<file path="src/rtl/board_state_writer.sv">
// board_state_writer
// Owns the packed 4x4 sliding-puzzle board and is its only writer. Accepts one
// move at a time over a valid/ready handshake, swaps the blank with the
// neighbouring tile when the move is legal, and supports loading either the
// solved board or an external board image.
//
// Ports:
//   clk, resetn            clock, async active-low reset
//   move_valid/move_dir    move request (00 up, 01 down, 10 left, 11 right)
//   move_ready             high when a move can be accepted
//   load_solved            load the solved board (highest command priority)
//   load_board             load board_in / blank_in
//   board_in, blank_in     external board image and its blank cell index
//   numbers, blank_pos     current board image (cell k at [4k+3:4k]) and blank
//   move_done              one-cycle pulse at the end of an accepted move
//   move_legal             legality of the last completed move
//   move_count             saturating count of legal moves since load/reset
//   solved                 combinational: numbers equals the solved image
//
// state | meaning
// IDLE  | ready for a move; move_ready high
// CHECK | compute target cell and legality from latched direction
// SWAP  | apply swap if legal, record legality
// DONE  | move_done pulse, then back to IDLE
module board_state_writer #(
  parameter int COUNT_W = 10
) (
  input  logic               clk,
  input  logic               resetn,
  input  logic               move_valid,
  input  logic [1:0]         move_dir,
  output logic               move_ready,
  input  logic               load_solved,
  input  logic               load_board,
  input  logic [63:0]        board_in,
  input  logic [3:0]         blank_in,
  output logic [63:0]        numbers,
  output logic [3:0]         blank_pos,
  output logic               move_done,
  output logic               move_legal,
  output logic [COUNT_W-1:0] move_count,
  output logic               solved
);

  localparam logic [63:0] SOLVED = 64'h0FED_CBA9_8765_4321;

  typedef enum logic [1:0] {IDLE, CHECK, SWAP, DONE} state_t;

  state_t               state_q, state_d;
  logic [1:0]           dir_q, dir_d;
  logic [3:0]           tgt_q, tgt_d;
  logic                 ok_q, ok_d;
  logic [63:0]          board_q, board_d;
  logic [3:0]           blank_q, blank_d;
  logic [COUNT_W-1:0]   count_q, count_d;
  logic                 legal_q, legal_d;

  logic                 load_any;
  logic [1:0]           row, col;

  assign load_any = load_solved | load_board;
  assign row      = blank_q[3:2];
  assign col      = blank_q[1:0];

  always_comb begin
    state_d = state_q;
    dir_d   = dir_q;
    tgt_d   = tgt_q;
    ok_d    = ok_q;
    board_d = board_q;
    blank_d = blank_q;
    count_d = count_q;
    legal_d = legal_q;

    if (load_solved) begin
      board_d = SOLVED;
      blank_d = 4'd15;
      count_d = '0;
      legal_d = 1'b0;
      state_d = IDLE;
    end else if (load_board) begin
      board_d = board_in;
      blank_d = blank_in;
      count_d = '0;
      legal_d = 1'b0;
      state_d = IDLE;
    end else begin
      unique case (state_q)
        IDLE: begin
          if (move_valid) begin
            dir_d   = move_dir;
            state_d = CHECK;
          end
        end
        CHECK: begin
          // Target may wrap when illegal; it is ignored in that case.
          unique case (dir_q)
            2'b00: begin ok_d = (row != 2'd0); tgt_d = blank_q - 4'd4; end
            2'b01: begin ok_d = (row != 2'd3); tgt_d = blank_q + 4'd4; end
            2'b10: begin ok_d = (col != 2'd0); tgt_d = blank_q - 4'd1; end
            2'b11: begin ok_d = (col != 2'd3); tgt_d = blank_q + 4'd1; end
          endcase
          state_d = SWAP;
        end
        SWAP: begin
          if (ok_q) begin
            board_d[{blank_q, 2'b00} +: 4] = board_q[{tgt_q, 2'b00} +: 4];
            board_d[{tgt_q, 2'b00} +: 4]   = 4'd0;
            blank_d = tgt_q;
            if (count_q != {COUNT_W{1'b1}}) count_d = count_q + 1'b1;
          end
          legal_d = ok_q;
          state_d = DONE;
        end
        DONE: state_d = IDLE;
        default: state_d = IDLE;
      endcase
    end
  end

  always_ff @(posedge clk or negedge resetn) begin
    if (!resetn) begin
      state_q <= IDLE;
      dir_q   <= 2'b00;
      tgt_q   <= 4'd0;
      ok_q    <= 1'b0;
      board_q <= SOLVED;
      blank_q <= 4'd15;
      count_q <= '0;
      legal_q <= 1'b0;
    end else begin
      state_q <= state_d;
      dir_q   <= dir_d;
      tgt_q   <= tgt_d;
      ok_q    <= ok_d;
      board_q <= board_d;
      blank_q <= blank_d;
      count_q <= count_d;
      legal_q <= legal_d;
    end
  end

  // A load in the same cycle wins: no acceptance and no completion pulse.
  assign move_ready = (state_q == IDLE) && !load_any;
  assign move_done  = (state_q == DONE) && !load_any;
  assign numbers    = board_q;
  assign blank_pos  = blank_q;
  assign move_legal = legal_q;
  assign move_count = count_q;
  assign solved     = (board_q == SOLVED);

endmodule

</file>
<file path="config.mk">
export PLATFORM = sky130hd
export DESIGN_NAME = board_state_writer
export DESIGN_NICKNAME = d
export VERILOG_FILES = /design/src/rtl/board_state_writer.sv
export SDC_FILE = /design/constraint.sdc
export NUM_CORES = 1
export LEC_CHECK = 0
export CORE_MARGIN = 3
export CORE_UTILIZATION = 54
export DETAILED_ROUTE_END_ITERATION = 7
export GPL_TIMING_DRIVEN = 1
export PLACE_DENSITY_LB_ADDON = 0.3
export SYNTH_ARGS = -nofsm -noshare
export SYNTH_HDL_FRONTEND = slang
export SYNTH_SLANG_ARGS = --single-unit
</file>
<file path="constraint.sdc">
create_clock -name clk -period 8.79 [get_ports clk]
set_clock_uncertainty 0.05 [all_clocks]
set_input_delay 1.758 -clock clk [delete_from_list [all_inputs] [get_ports clk]]
set_output_delay 1.758 -clock clk [all_outputs]
set_load 0.005 [all_outputs]
</file>
==> qor.tcl <==
set qor(outcome) {completed}
set qor(yosysTopAreaCellShare) 0.214
set qor(worst_setup_path_start_kind) {input port}
set qor(cp_slowest_cell) {sky130_fd_sc_hd__clkdlybuf4s50_1}
set qor(top_usage_layer) {met2}
set qor(worst_skew_pair.late_latency_ps) 360
set qor(synth_mux_area_frac) 0.121
set qor(dieWidth_microns) 112
set qor(fillers) 810
set qor(timing.final.crit_share) 0.615
set qor(regToRegSetupSlack_ps) 5680
set qor(final_core_utilization) 0.729
set qor(synth-edff-count) 0
set qor(final-hold-violation-count) 0
set qor(grt_setup_unrepaired) {no}
set qor(synth_nets) 747
set qor(synth-compound-area-share) 0.209
set qor(dp.final_hpwl_mm) 16.0
set qor(first_global_vias) 6130
set qor(worst_setup_path_end_kind) {primary output}
set qor(dpl_worst_slack_ps) 3420
set qor(min_to) {numbers[31]}
set qor(critical_path_arrival_ps) 3600
set qor(place_congestion) 0.991
set qor(multi_input_area_sq_um) 3570
set qor(cell_depth_of_the_worst_flop_to_flop_path) 8
set qor(cp_common_cell) {sky130_fd_sc_hd__clkdlybuf4s50_1}
set qor(min_period_ps) 5400
set qor(nets) 877
set qor(worstReg2RegStart) {blank_pos[0]}
set qor(cts_repair_resize_count) 0
set qor(seq_area_sq_um) 2250
set qor(synth_seq_area_share) 0.370
set qor(fin_ws_ps) 3390
set qor(hp-class) {flop to flop}
set qor(yosys.cell_types.count) 67
set qor(final_layout_size_suffix_gt1_frac) 0.141
set qor(critical_path_class) {input port to primary output}
set qor(std_cell_rows) 38
set qor(floorplan.initialDensity) 0.555
set qor(grtUsageTotal) 0.353
set qor(power-per-cell-area_nw_per_um2) 189
set qor(cts_tree) {yes}
set qor(routedWlPerCell_microns) 23.8
set qor(timing.critical_path.required_ps) 6980
set qor(library_cell_with_the_largest_summed_area_after_synthesis) {sky130_fd_sc_hd__dfrtp_1}
set qor(yosys.area_share.adder) 0.0321
set qor(synthToLayoutAreaGrowth_pct) 31.2
set qor(synth-xor-area-share) 0.0231
set qor(synth-warning-count) 0
set qor(drt_iter0_markers) 881
set qor(setup_total_negative_slack_ps) 0
set qor(numClockSinks) 88
set qor(cpPeakStageDelay_ps) 460
set qor(routed_via_density) 6.71
set qor(num_antenna_cells) 0
set qor(drv_slew) 0
set qor(floorplan_die_area_sq_um) 12600
set qor(hold_slack_ps) 477
set qor(worstHoldStart) {numbers[31]}
set qor(syn_avg_cell_area_sq_um) 9.25
set qor(netlist_area_before_placement_sq_um) 6070
set qor(relSlewSlack) 0.408
set qor(postCtsSetupBuffers) 0
set qor(routed_wl_mm) 22.1
set qor(synth-async-reset-ratio) 1.00
set qor(drt_pre_antenna_iters) 6
set qor(cts_buffer_depth) 2
set qor(grt_first_pass_wirelength_mm) 34.5
set qor(synth_top_family_by_area) {compound AO/OA/AOI/OAI gates}
set qor(cts-root-buf) {sky130_fd_sc_hd__clkbuf_16}
set qor(drcViolationCount) 0
set qor(yosys_register_bits) 88
set qor(cts_buffers) 9
set qor(netlist_top_cells_count) {65 x sky130_fd_sc_hd__nand2_1, 55 x sky130_fd_sc_hd__nor2_1, 52 x sky130_fd_sc_hd__dfrtp_1}
set qor(worst-slew-pin-transition_ps) 886
set qor(path_cells) {clkdlybuf4s50_1 -> buf_4 -> nor2_1 -> and2_1 -> clkdlybuf4s50_1}
set qor(maxCapViolations) 0
set qor(fmaxAchievable_ghz) 0.185
set qor(synthTopCellsByArea) {sky130_fd_sc_hd__dfrtp_1 21%, sky130_fd_sc_hd__dfstp_2 16%, sky130_fd_sc_hd__mux2_2 5.0%}
set qor(critPathMaxFanout) 52
set qor(synth_simple_gate_area_frac) 0.203
set qor(antenna_found_initial) 1
set qor(grt_met3_use) 0.0809
set qor(groute.layer.met2.usage) 0.542
set qor(met1_track_utilization_from_global_routing) 0.497
set qor(top_level_ports) 157
set qor(netlist_instances) 657
set qor(worst_setup_hold_path_clk_slew_ps) 60
set qor(chipHeight_microns) 112
set qor(r2r_end) {numbers[25]}
set qor(postSynth.topFlopCell) {sky130_fd_sc_hd__dfrtp_1}
set qor(design.core.area_sq_um) 10900
set qor(grt_overflow_total) 0
set qor(grt_start_max_net_pins) 76
set qor(ctsHoldBuffers) 0
set qor(vias) 6257
set qor(ctsHtreeMaxLevel) 3
set qor(place.port_buffers) 156
set qor(power.leakage_nw) 3.12
set qor(irDropWorstVdd_mv) 0.121
set qor(drt.antenna.violating_nets) 0
set qor(hold-path-cell-count) 2
set qor(finalSetupViolCount) 0
set qor(synth_most_common_cell) {sky130_fd_sc_hd__nand2_1}
==> stage by stage <==
stage	total power, mW	instance area (sq um)	cells
after floorplan	0.868	6070	657
after global placement	1.07	7650	916
after detailed placement	1.08	7650	916
after CTS	1.49	7970	932
after global routing	1.56	7970	932
final	1.50	7970	932
==> power breakdown <==
part / total [mW] / leakage (nW) / internal (mW) / switching [mW]
combinational: 0.572 / 1.89 / 0.249 / 0.323
clock: 0.411 / 0.154 / 0.238 / 0.173
sequential: 0.520 / 1.08 / 0.450 / 0.0696
==> critical path, delay by kind of cell <==
family,cells,cell delay (ps)
buffers and inverters,3,1360
and+or+nand+nor,2,430
==> layout by cell type, fill, tap and decap left out, types with 6 or more instances in the layout <==
| master | Yosys | layout |
|---|---|---|
| sky130_fd_sc_hd__a21o_1 | 6 | 6 |
| sky130_fd_sc_hd__a21oi_1 | 46 | 46 |
| sky130_fd_sc_hd__a221o_1 | 11 | 11 |
| sky130_fd_sc_hd__a22o_1 | 14 | 14 |
| sky130_fd_sc_hd__a22oi_1 | 11 | 11 |
| sky130_fd_sc_hd__a2bb2oi_1 | 7 | 7 |
| sky130_fd_sc_hd__a31oi_1 | 6 | 6 |
| sky130_fd_sc_hd__and2_1 | 13 | 13 |
| sky130_fd_sc_hd__and3_1 | 8 | 8 |
| sky130_fd_sc_hd__buf_4 | 1 | 7 |
| sky130_fd_sc_hd__clkbuf_16 | 0 | 9 |
| sky130_fd_sc_hd__clkdlybuf4s50_1 | 0 | 154 |
| sky130_fd_sc_hd__dfrtp_1 | 52 | 52 |
| sky130_fd_sc_hd__dfstp_2 | 36 | 36 |
| sky130_fd_sc_hd__ha_1 | 14 | 14 |
| sky130_fd_sc_hd__inv_1 | 12 | 12 |
| sky130_fd_sc_hd__mux2_2 | 27 | 27 |
| sky130_fd_sc_hd__mux4_2 | 11 | 11 |
| sky130_fd_sc_hd__nand2_1 | 65 | 65 |
| sky130_fd_sc_hd__nand2b_1 | 14 | 14 |
| sky130_fd_sc_hd__nand3_1 | 25 | 25 |
| sky130_fd_sc_hd__nand4_1 | 6 | 6 |
| sky130_fd_sc_hd__nor2_1 | 55 | 55 |
| sky130_fd_sc_hd__nor2b_1 | 6 | 6 |
| sky130_fd_sc_hd__nor3_1 | 13 | 13 |
| sky130_fd_sc_hd__nor4bb_1 | 6 | 6 |
| sky130_fd_sc_hd__o21ai_0 | 51 | 51 |
| sky130_fd_sc_hd__xnor2_1 | 9 | 9 |
| sky130_fd_sc_hd__xor2_1 | 7 | 7 |
==> kinds of logic after synthesis <==
family | Yosys count
XOR/XNOR | 16
AND/OR/NAND/NOR | 241
flip-flops | 88
AO/OA/AOI/OAI | 190
buffers and inverters | 59
adder cells (fa/ha/maj) | 15
multiplexers | 48
==> area by class of cell <==
class,instances,area share
Multi-Input combinational cell,510,0.448
Clock buffer,11,0.0317
Clock inverter,5,0.00785
Sequential cell,88,0.282
Timing Repair Buffer,162,0.201
Inverter,16,0.00754
Tap cell,140,0.0220
==> flip-flops by register name (all words and copies together), names as in the netlist <==
register	count
blank_pos	4
dir_q	2
move_count	10
move_legal	1
numbers	64
ok_q	1
state_q	2
tgt_q	4
==> per-layer routing <==
layer | vias to the layer above | part of all wire
met2 | 491 | 0.46
met4 | 2 | 0.029
met5 | - | 0.00063
li1 | 2701 | -
met1 | 2992 | 0.39
met3 | 71 | 0.12
==> how the worst max path moves through the flow <==
| stage | from | endpoint | slack, ps | cells after the start |
|---|---|---|---|---|
| after detailed placement | load_solved | move_done | 3420 | 5 |
| after CTS | load_solved | move_done | 3410 | 5 |
| after global routing | load_solved | move_done | 3340 | 5 |
| after global placement | load_solved | move_done | 3480 | 5 |
| after floorplan | load_board | move_done | 4370 | 4 |
| final | load_solved | move_done | 3390 | 5 |
No activity file was read; power rests on OpenSTA's default activity.
